File: src/rtl/if_stage.sv
// Instruction-fetch stage: PC register, early j/jal resolution, and IF/ID pipeline register.
// Next-PC priority is reset > redirect > stall > jump > pc+4.
module if_stage #(
    parameter logic [31:0] RESET_PC = 32'h00000000,
    parameter logic [31:0] NOP_WORD = 32'h00000000
) (
    input  logic        clk,
    input  logic        reset,
    input  logic        stall,
    input  logic        redirect,
    input  logic [31:0] redirect_pc,
    output logic [31:0] imem_addr,
    input  logic [31:0] imem_rdata,
    output logic [31:0] ifid_instr,
    output logic [31:0] ifid_pc4,
    output logic        ifid_valid,
    output logic [31:0] fetch_count
);

    logic [31:0] r_pc;
    logic [31:0] r_ifid_instr;
    logic [31:0] r_ifid_pc4;
    logic        r_ifid_valid;
    logic [31:0] r_fetch_count;

    logic [31:0] w_pc4;
    logic        w_is_jump;
    logic [31:0] w_jump_target;
    logic [31:0] w_pc_next;

    assign w_pc4         = r_pc + 32'd4;
    assign w_is_jump     = (imem_rdata[31:26] == 6'b000010) || (imem_rdata[31:26] == 6'b000011);
    assign w_jump_target = {w_pc4[31:28], imem_rdata[25:0], 2'b00};

    always_comb begin
        w_pc_next = w_pc4;
        if (redirect) begin
            // Redirect targets are forced word-aligned on load.
            w_pc_next = {redirect_pc[31:2], 2'b00};
        end else if (stall) begin
            w_pc_next = r_pc;
        end else if (w_is_jump) begin
            w_pc_next = w_jump_target;
        end
    end

    always_ff @(posedge clk) begin
        if (reset) begin
            r_pc          <= RESET_PC;
            r_ifid_instr  <= NOP_WORD;
            r_ifid_pc4    <= '0;
            r_ifid_valid  <= 1'b0;
            r_fetch_count <= '0;
        end else begin
            r_pc <= w_pc_next;
            if (redirect) begin
                r_ifid_instr <= NOP_WORD;
                r_ifid_pc4   <= '0;
                r_ifid_valid <= 1'b0;
            end else if (!stall) begin
                r_ifid_instr  <= imem_rdata;
                r_ifid_pc4    <= w_pc4;
                r_ifid_valid  <= 1'b1;
                r_fetch_count <= r_fetch_count + 32'd1;
            end
        end
    end

    assign imem_addr   = r_pc;
    assign ifid_instr  = r_ifid_instr;
    assign ifid_pc4    = r_ifid_pc4;
    assign ifid_valid  = r_ifid_valid;
    assign fetch_count = r_fetch_count;

endmodule

File: config.mk
export PLATFORM = sky130hd
export DESIGN_NAME = if_stage
export DESIGN_NICKNAME = d
export VERILOG_FILES = /design/src/rtl/if_stage.sv
export SDC_FILE = /design/constraint.sdc
export NUM_CORES = 1
export LEC_CHECK = 0
export CAP_MARGIN = 40
export CORE_UTILIZATION = 46
export DETAILED_ROUTE_END_ITERATION = 10
export GPL_TIMING_DRIVEN = 0
export HOLD_SLACK_MARGIN = 0.02
export PLACE_DENSITY = 0.83
export SLEW_MARGIN = 5
export SYNTH_ARGS = -nofsm -noshare
export SYNTH_HDL_FRONTEND = slang
export SYNTH_SLANG_ARGS = --single-unit
File: constraint.sdc
create_clock -name clk -period 2.85 [get_ports clk]
set_input_delay 0.57 -clock clk [delete_from_list [all_inputs] [get_ports clk]]
set_output_delay 0.57 -clock clk [all_outputs]
set_load 0.03 [all_outputs]
Word level (Yosys, flattened, before mapping)
Cells that the tools add are included.
Word-level totals
  register bits: 129
  output and inout port bits: 129
  logic and storage cells: 19
Cells by class
  add/sub/neg operators: 2
  eq/ne operators: 3
  muxes and demuxes: 3
  bitwise gates (word level): 2
  reductions and logical operators: 3
Operators with widths (count)
  $mux 32: 2
  $add 32x1->32 const B: 1
  $add 32x3->32 const B: 1
  $mux 28: 1
  $eq 6x2->1 const B: 2
  $ne 2x1->1 const B: 1
  $not 1->1: 2
  $reduce_and 2->1: 1
  $reduce_or 2->1: 1
  $logic_or 1x1->1: 1

Depth between registers and ports, before layout
Gate-level depths: netlist (run 1).
  word-level depth: 5
  gate-level depth with buffers: 8
  mapped depth without buffers: 6

Worst setup path after synthesis (run 1)
No wires, ideal clock.
  path kind: in2reg
  from: in imem_rdata[28]
  to: reg r_pc[8], in the netlist imem_addr[8]
  arrival: 2.101 ns
  setup slack: 0.671 ns
  cell stages on the path: 8
  path buffers: 3
  path through: or4b_1 buf_2 or2_1 clkbuf_2 buf_6 a311oi_1 a211oi_1 nor3_1
On the way
  cells in the longest elaborated chain, start to end: 5
  elaborated cells on any way between the ends: 6
  those cells by class: 2 x eq/ne; 3 x mux; 1 x reduce/logical
RTL lines
  start, declared: RTL line 13  | input logic [31:0] imem_rdata,
  $eq 6x2->1: RTL line 32  | assign w_is_jump = (imem_rdata[31:26] == 6'b000010) || (imem_rdata[31:26] == 6'b000011);
  $logic_or 1x1->1 (*): RTL line 32
  $mux 28 (*): RTL line 42  | end else if (w_is_jump) begin
  $mux 32 (*): RTL line 40  | end else if (stall) begin
  $mux 32 (*): RTL line 37  | if (redirect) begin
  end signal, assigned: RTL line 55  | r_pc <= w_pc_next;
  end, declared: RTL line 20  | logic [31:0] r_pc;
Mark *: on every way between the ends. The rest lies on a longest branch, timed or not. The select of a mux whose other input is x is not followed.
A chain may end at the register's enable or synchronous reset.

Worst setup path after layout (run 1)
  from: in redirect
  to: reg r_pc[13], in the netlist imem_addr[13]
On the way
  cells in the longest elaborated chain, start to end: 1
  elaborated cells on any way between the ends: 2
  those cells by class: 1 x eq/ne; 1 x mux
RTL lines
  start, declared: RTL line 10  | input logic redirect,
  $ne 2x1->1 (no line) / $mux 32 (equally long branches)
Several ways; a longest one is shown, not always the timed one.

==> run_results.csv, run 1 <==
group,metric,value,unit
run_status,status,"complete, no violations",
global_route,grt_pass1_vias,5857,
detailed_routing,vias_per_cell,5.74,
timing,period_share,0.953,
finish,nets,976,
clocking,h-tree-depth,4,
power,internal-power,3.48,mW
timing,skew,0.00865,ns
clocking,cts.clk_slew.worst_paths,0.06,ns
die,pin_count,197,
clocking,clock-sinks,129,
clocking,ctsResizeCount,0,
clocking,ctsRootBufferMaster,"clkbuf_16",
yosys,syn-mean-instance-area,8.49,sq um
timing,setup_viol,0,
die,core_area,0.0126,sq mm
worst_setup_path,endpoint_kind,"flip-flop",
timing,rsz0062_at_grt,"no",
yosys,syn_nets,765,
timing,fin_ws,0.135,ns
clocking,cts_made_buffers,17,
power,p_switching,1.27,mW
yosys,yosysSeqAreaShare,0.438,
clocking,clockBufferDepth,2,
placed_design,hpwlAfterDp,14.3,mm
placed_design,portBuffers,192,
die,rows,41,
detailed_routing,vias,6257,
timing,drv_slew,0,
clocking,hold_buffers,0,
detailed_routing,wl_per_cell,18.4,um
power,cellLeakagePower,3.06,nW
global_route,antenna_found_initial,0,
placed_design,gp_congestion,0.968,
detailed_routing,firstDrtPassIters,6,
yosys,ys_ff_latch,129,
die,die_w,115,um
timing,period_needed,2.72,ns
worst_setup_path,critPathMaxFanout,10,
yosys,synth_edf_count,0,
worst_setup_path,critPathArrivalTime,3.04,ns
worst_setup_path,path_class,"input port to flip-flop",
die,design.die.area,0.0133,sq mm
power,worst_ir_drop_vdd,0.483,mV
die,initial_core_util,0.469,
power,clkPwrFrac,0.447,
power,sequentialPowerShare,0.410,
die,die_height,115,um
timing,relSlewSlack,0.424,
finish,diodes,0,
finish,final_cell_mix,"clkdlybuf4s50_1 (192), dfxtp_1 (129), nor2_1 (100), a21oi_1 (42), clkbuf_1 (40)",
finish,drive_gt1_frac,0.0598,
yosys,synth_flop_cell,"dfxtp_1",
finish,finalInstanceArea,0.00862,sq mm
yosys,syn_area,0.00590,sq mm
detailed_routing,antenna_left,0,
yosys,synthCells,695,
finish,postLayoutCoreUtil,0.686,
yosys,synth_cell_types,49,
power,total_power,4.75,mW
job,maxCapViolCount,0,
placed_design,place_area,0.00804,sq mm
global_route,grt.total_usage,0.307,
finish,final_common_cell,"clkdlybuf4s50_1",
power,pwr-share-comb,0.144,
detailed_routing,drc,0,
clocking,cts_setup_buffers,0,
worst_setup_path,cp.required,3.18,ns
detailed_routing,drtIter0Drc,766,
timing,hold_viol_final,0,
timing,max_freq,0.368,GHz
global_route,grt_max_degree,17,
placed_design,dp_worst_setup_slack,-0.257,ns
timing,worst_pin_slew,0.861,ns
worst_hold_path,min_path_type,"flip-flop to flip-flop",
detailed_routing,routed_wl,20.0,mm
power,swShare,0.268,
global_route,grt_overflow,0,
global_route,grt_pass1_wl,30.7,mm
worst_setup_path,start_kind,"input port",
power,power_density,551,mW/mm^2
yosys,synthArstFlopShare,0,
yosys,yosysWarnings,0,
finish,syn_to_final_growth,46.0,%
clocking,tritoncts,"done",
clocking,insertion_delay,0.43,ns
-- layout make-up --
cell class	instances	area [sq um]
Inverter	12	45.0
Clock inverter	8	76.3
Sequential cell	129	2580
Fill cell	1019	3950
Tap cell	172	215
Clock buffer	24	502
Multi-Input combinational cell	498	3030
Timing Repair Buffer	192	1920
Buffer	56	240
-- critical path, stage by stage --
cell and delay (ns):
clkdlybuf4s50_1 0.49, clkbuf_1 0.27, nor2_1 0.73, nand3_1 0.57
nand2b_1 0.32, o31ai_1 0.08
-- power by group through the flow --
stage          clock (mW)  sequential, mW  combinational (mW)
2_1_floorplan           0            2.09               0.235
6_report             2.12            1.95               0.682
4_1_cts              2.13            1.94               0.675
3_3_place_gp            0            1.98               0.664
5_1_grt              2.21            1.95               0.720
3_5_place_dp            0            1.98               0.669
-- per-layer routing --
layer / part of all wire / routed length (um) / GRT usage / up-vias
met2: 0.46 / 9250 / 0.487 / 387
li1: - / - / - / 2916
met4: 0.038 / 768 / 0.152 / 0
met1: 0.39 / 7850 / 0.368 / 2876
met3: 0.11 / 2170 / 0.111 / 78
met5: 0 / 0 / 0 / -
-- synthesized netlist by cell type, types with 3 or more instances --
cell / number / share of area
and3_1: 4 / 0.0042
nand2b_1: 4 / 0.0042
o22ai_1: 9 / 0.0095
o21ba_2: 6 / 0.010
a31oi_1: 5 / 0.0053
nand2_1: 35 / 0.022
buf_1: 4 / 0.0025
nor4_1: 20 / 0.021
nor3_1: 31 / 0.026
o32ai_1: 3 / 0.0045
a21oi_1: 42 / 0.036
a41o_1: 7 / 0.012
nand4_1: 18 / 0.019
o21bai_1: 3 / 0.0038
o21ai_0: 32 / 0.027
inv_1: 11 / 0.0070
nor2_1: 100 / 0.064
o31ai_1: 5 / 0.0064
mux2i_1: 23 / 0.039
and4_1: 10 / 0.015
a311oi_1: 3 / 0.0045
dfxtp_1: 129 / 0.44
nor2b_1: 14 / 0.015
a221oi_1: 16 / 0.024
or3_1: 7 / 0.0074
buf_2: 10 / 0.0085
a211oi_1: 4 / 0.0051
or2_2: 3 / 0.0032
xor2_1: 19 / 0.028
nand3_1: 21 / 0.018
xnor2_1: 37 / 0.055
clkbuf_1: 38 / 0.024
-- sequential cells by signal, indices dropped and copies added, names as in the netlist --
register,cells
fetch_count,32
ifid_instr,32
imem_addr,32
ifid_pc4,32
ifid_valid,1
-- worst paths after layout --
path                     start             to  slack [ns]  cells after the start
setup / recovery      redirect  imem_addr[13]        0.13                      6
hold / removal      ifid_valid     ifid_valid        0.47                      1
setup reg to reg  imem_addr[2]  imem_addr[10]        0.35                      6
hold reg to reg     ifid_valid     ifid_valid        0.47                      1
-- metrics by stage --
stage / cells / hold WS (ns) / setup TNS (ns)
after floorplan: 695 / 0.440 / 0
after global placement: 1059 / 0.448 / -9.51
after detailed placement: 1059 / 0.458 / -10.98
after CTS: 1091 / 0.467 / 0
after global routing: 1091 / 0.482 / 0
final: 1091 / 0.467 / 0
-- logic make-up after synthesis --
family / synth area share
flops: 0.438
xor+xnor: 0.0831
mux: 0.0390
buf+inv: 0.0481
fa+ha+maj: 0.00424
simple gates: 0.227
compound gates: 0.161
Power figures use the tool's default switching activity.
==> run 2: changes to the inputs <==
--- a/config.mk
+++ b/config.mk
@@ -11,6 +11,7 @@
 export GPL_TIMING_DRIVEN = 0
 export HOLD_SLACK_MARGIN = 0.02
 export PLACE_DENSITY = 0.83
+export RECOVER_POWER = 100
 export SLEW_MARGIN = 5
 export SYNTH_ARGS = -nofsm -noshare
 export SYNTH_HDL_FRONTEND = slang
==> run 2 against run 1 <==
Critical path depth stayed put. Wire length decreased by 0.25%. Maximum frequency down 4.0%. Die area did not move. Critical endpoint unchanged. Highest routed layer unchanged.
==> run_results.csv, run 2 (same netlist as run 1, synthesis figures left out) <==
group,metric,value,unit
run_status,status,"complete, no violations",
detailed_routing,vias_per_cell,5.72,
power,clkPwrFrac,0.449,
worst_setup_path,start_kind,"input port",
power,worst_ir_drop_vdd,0.482,mV
die,initial_core_util,0.469,
power,internal-power,3.45,mW
timing,drv_slew,0,
detailed_routing,drtIter0Drc,829,
power,power_density,548,mW/mm^2
placed_design,hpwlAfterDp,14.3,mm
detailed_routing,wl_per_cell,18.3,um
timing,hold_viol_final,0,
power,sequentialPowerShare,0.412,
worst_setup_path,path_delay_family,"simple AND/OR/NAND/NOR gates",
timing,hold_slack,0.463,ns
clocking,cts_made_buffers,17,
clocking,hold_buffers,0,
timing,setup_viol,0,
global_route,grt_overflow,0,
clocking,clock-sinks,129,
global_route,grt.total_usage,0.307,
clocking,clockBufferDepth,2,
power,total_power,4.72,mW
die,design.die.area,0.0133,sq mm
timing,period_needed,2.83,ns
global_route,grt_pass1_wl,30.7,mm
finish,drive_gt1_frac,0.0544,
worst_setup_path,critPathSlowestCell,"nor2_1",
timing,max_freq,0.353,GHz
worst_setup_path,path_buf_inv,2,
clocking,cts.clk_slew.worst_paths,0.05,ns
worst_setup_path,r2r-start,"imem_addr[2]",
finish,fin_cells,1091,
die,die_height,115,um
clocking,h-tree-depth,4,
finish,final_cell_mix,"dlygate4sd3_1 (130), dfxtp_1 (129), nor2_1 (100), clkdlybuf4s50_1 (62), clkbuf_1 (48)",
power,swShare,0.268,
worst_hold_path,holdPathStages,1,
finish,nets,976,
worst_hold_path,hold_end,"ifid_valid",
job,maxCapViolCount,0,
die,die_w,115,um
timing,worst_pin_slew,0.856,ns
placed_design,gp_congestion,0.968,
worst_setup_path,r2r_slack,0.35,ns
placed_design,dp_worst_setup_slack,-0.257,ns
clocking,cts_setup_buffers,0,
timing,rsz0062_at_grt,"no",
power,cellLeakagePower,3.43,nW
finish,postLayoutCoreUtil,0.685,
clocking,ctsResizeCount,0,
finish,syn_to_final_growth,45.8,%
global_route,grt_max_degree,17,
clocking,ctsRootBufferMaster,"clkbuf_16",
die,rows,41,
placed_design,place_inst,1059,
worst_setup_path,critPathMaxFanout,10,
finish,diodes,0,
die,pin_count,197,
power,pwr-share-comb,0.140,
worst_hold_path,min_path_type,"flip-flop to flip-flop",
placed_design,portBuffers,192,
finish,final_common_cell,"dlygate4sd3_1",
detailed_routing,drc,0,
timing,relSlewSlack,0.427,
worst_hold_path,hp-start,"ifid_valid",
worst_setup_path,endpoint_kind,"flip-flop",
detailed_routing,firstDrtPassIters,6,
finish,fill_cells,1020,
worst_setup_path,critPathArrivalTime,3.15,ns
die,core_area,0.0126,sq mm
timing,skew,0.00960,ns
detailed_routing,antenna_left,0,
clocking,insertion_delay,0.43,ns
timing,period_share,0.993,
global_route,antenna_found_initial,0,
worst_setup_path,max_stage_delay,0.72,ns
power,p_switching,1.27,mW
clocking,tritoncts,"done",
timing,fin_ws,0.0211,ns
detailed_routing,vias,6238,
worst_setup_path,path_cells,"dlygate4sd3_1, clkbuf_1, nor2_1, nand3_1, nand2b_1, o31ai_1",
detailed_routing,routed_wl,20.0,mm
worst_setup_path,reg2reg_depth,6,
worst_setup_path,cp.required,3.17,ns
worst_setup_path,timing.rr.end,"imem_addr[10]",
worst_setup_path,path_class,"input port to flip-flop",
global_route,grt_pass1_vias,5857,
[run 2: cell types whose count changed in the layout (fill, tap and decap cells not counted), sizes merged]
cell           delta
clkbuf           +10
buf              -10
dlygate4sd3     +130
clkdlybuf4s50   -130
[run 2: final cells by class]
type | count | area (sq um) | area share
plain buffers | 56 | 228 | 0.0265
clock buffers | 24 | 502 | 0.0583
clock inverters | 8 | 76.3 | 0.00887
inverters | 12 | 45.0 | 0.00523
multi-input cells | 498 | 3030 | 0.353
flip-flops and latches | 129 | 2580 | 0.300
well taps | 172 | 215 | 0.0250
repair buffers | 192 | 1920 | 0.223
[run 2: metrics by stage]
step	instance area (sq um)	setup TNS, ns
detailed placement	8040	-10.98
global placement	8040	-9.51
global route	8600	0
floorplan	5900	0
CTS	8620	0
finish	8600	0
[run 2: worst max path at each step]
stage,start,end,slack (ns),cells after the start
final,redirect,imem_addr[13],0.02,6
after global routing,imem_rdata[28],imem_addr[3],0.03,8
after CTS,stall,ifid_instr[11],0.16,6
after detailed placement,stall,ifid_instr[8],-0.26,6
after global placement,stall,ifid_pc4[1],-0.23,6
after floorplan,imem_rdata[28],imem_addr[8],0.67,8
[run 2: layer usage]
metal,global-route usage,part of all wire,vias to the layer above
li1,-,-,2911
met1,0.368,0.39,2867
met2,0.487,0.46,381
met3,0.111,0.11,79
met4,0.152,0.037,0
met5,0,0,-
[run 2: power groups by stage]
stage          Clock [mW]  Combinational, mW  Sequential, mW
2_1_floorplan           0              0.235            2.09
3_3_place_gp            0              0.664            1.98
3_5_place_dp            0              0.669            1.98
4_1_cts              2.13              0.675            1.94
5_1_grt              2.21              0.696            1.95
6_report             2.12              0.658            1.94
==> run 3: changes to the inputs <==
--- a/config.mk
+++ b/config.mk
@@ -6,11 +6,12 @@
 export NUM_CORES = 1
 export LEC_CHECK = 0
 export CAP_MARGIN = 40
-export CORE_UTILIZATION = 46
+export CORE_UTILIZATION = 45
 export DETAILED_ROUTE_END_ITERATION = 10
+export GPL_ROUTABILITY_DRIVEN = 0
 export GPL_TIMING_DRIVEN = 0
 export HOLD_SLACK_MARGIN = 0.02
-export PLACE_DENSITY = 0.83
+export PLACE_DENSITY = 0.82
 export RECOVER_POWER = 100
 export SLEW_MARGIN = 5
 export SYNTH_ARGS = -nofsm -noshare
==> run 3 against run 2 <==
Worst hold slack worse by 0.0035 ns. Register-to-register slack improved by 0.04 ns. Clock skew is essentially flat. Cell count unchanged. Maximum frequency up 2.5%. Largest cell class unchanged.
==> run_results.csv, run 3 (same netlist as run 1, synthesis figures left out) <==
group,metric,value,unit
timing,drv_slew,0,
worst_setup_path,path_class,"input port to flip-flop",
die,die_w,117,um
worst_hold_path,min_path_type,"flip-flop to flip-flop",
detailed_routing,vias_per_cell,5.70,
worst_setup_path,r2r-start,"imem_addr[7]",
detailed_routing,vias,6219,
clocking,h-tree-depth,4,
worst_setup_path,r2r_slack,0.39,ns
clocking,cts_setup_buffers,0,
placed_design,hpwlAfterDp,14.6,mm
die,rows,41,
timing,rsz0062_at_grt,"no",
timing,relSlewSlack,0.427,
finish,fill_cells,1059,
timing,setup_tns,0,ns
global_route,grt_pass1_wl,31.1,mm
global_route,antenna_found_initial,0,
clocking,ctsResizeCount,0,
finish,nets,976,
finish,postLayoutCoreUtil,0.679,
worst_setup_path,reg2reg_depth,7,
die,core_area,0.0127,sq mm
die,pin_count,197,
finish,final_cell_mix,"dlygate4sd3_1 (130), dfxtp_1 (129), nor2_1 (100), clkdlybuf4s50_1 (62), clkbuf_1 (50)",
power,power_density,565,mW/mm^2
power,cellLeakagePower,3.45,nW
worst_setup_path,start_kind,"input port",
placed_design,portBuffers,192,
global_route,grt_pass1_vias,5910,
clocking,ctsRootBufferMaster,"clkbuf_16",
finish,diodes,0,
timing,hold_viol_final,0,
worst_setup_path,critPathArrivalTime,3.10,ns
finish,syn_to_final_growth,46.4,%
worst_setup_path,endpoint_kind,"flip-flop",
detailed_routing,firstDrtPassIters,5,
worst_setup_path,cp.required,3.19,ns
die,design.die.area,0.0136,sq mm
timing,fin_ws,0.0905,ns
finish,drive_gt1_frac,0.0522,
detailed_routing,antenna_left,0,
timing,period_needed,2.76,ns
job,maxCapViolCount,0,
timing,skew,0.00971,ns
finish,multi_input_area,0.00303,sq mm
worst_setup_path,cp-endpoint,"imem_addr[16]",
timing,setup_viol,0,
finish,fin_cells,1091,
detailed_routing,wl_per_cell,18.5,um
clocking,insertion_delay,0.44,ns
placed_design,place_inst,1059,
finish,finalInstanceArea,0.00864,sq mm
global_route,grt.total_usage,0.308,
detailed_routing,routed_wl,20.2,mm
die,die_height,117,um
finish,seq_area,0.00258,sq mm
run_status,status,"complete, no violations",
timing,period_share,0.968,
clocking,clockBufferDepth,2,
global_route,grt_overflow,0,
global_route,grt_max_degree,17,
clocking,clock-sinks,129,
die,initial_core_util,0.464,
worst_setup_path,timing.rr.end,"imem_addr[22]",
detailed_routing,drtIter0Drc,816,
placed_design,place_area,0.00804,sq mm
worst_setup_path,cp-startpoint,"redirect",
placed_design,dp_worst_setup_slack,-0.214,ns
timing,worst_pin_slew,0.856,ns
timing,max_freq,0.362,GHz
clocking,cts_made_buffers,17,
detailed_routing,drc,0,
worst_setup_path,critPathMaxFanout,10,
clocking,tritoncts,"done",
clocking,cts.clk_slew.worst_paths,0.05,ns
clocking,hold_buffers,0,
finish,final_common_cell,"dlygate4sd3_1",
power,worst_ir_drop_vdd,0.500,mV
[run 3: cell count changes in the layout (fill, tap and decap cells not counted)]
cell	previous run	this run
buf_2	4	2
clkinv_4	0	1
clkbuf_8	5	4
bufinv_16	1	3
clkinvlp_4	3	2
clkbuf_1	48	50
inv_6	1	0
[run 3: final cells by class]
type	instances	share of cell area
sequential	129	0.299
timing repair buffer	192	0.222
inverter	12	0.00521
multi-input combinational	498	0.351
clock buffer	23	0.0565
buffer	56	0.0261
tap	172	0.0249
clock inverter	9	0.0149
[run 3: critical path: stages]
cell           delay (ns)
dlygate4sd3_1        0.61
clkbuf_1             0.26
nor2_1               0.72
nand3_1              0.54
nand2b_1             0.32
o31ai_1              0.08
[run 3: worst min path at each step]
stage | from | to | slack, ns | cells after the start
floorplan | imem_addr[0] | imem_addr[0] | 0.44 | 1
global placement | ifid_instr[18] | ifid_instr[18] | 0.45 | 2
finish | ifid_instr[18] | ifid_instr[18] | 0.46 | 2
detailed placement | ifid_valid | ifid_valid | 0.45 | 1
global route | ifid_instr[18] | ifid_instr[18] | 0.49 | 2
CTS | ifid_instr[18] | ifid_instr[18] | 0.46 | 2
[run 3: metrics by stage]
step / hold WS (ns) / power, mW
floorplan: 0.440 / 2.32
global placement: 0.448 / 2.64
detailed placement: 0.453 / 2.65
CTS: 0.464 / 4.91
global route: 0.485 / 5.03
finish: 0.459 / 4.88
[run 3: power by group]
part	internal, mW	total (mW)	switching (mW)
Sequential	1.87	1.94	0.0728
Combinational	0.269	0.656	0.386
Clock	1.46	2.28	0.820
[run 3: metal layers]
layer,global-route usage,up-vias,share of wire
li1,-,2917,-
met1,0.377,2877,0.40
met2,0.482,357,0.45
met3,0.0991,68,0.11
met4,0.166,0,0.041
met5,0,-,0
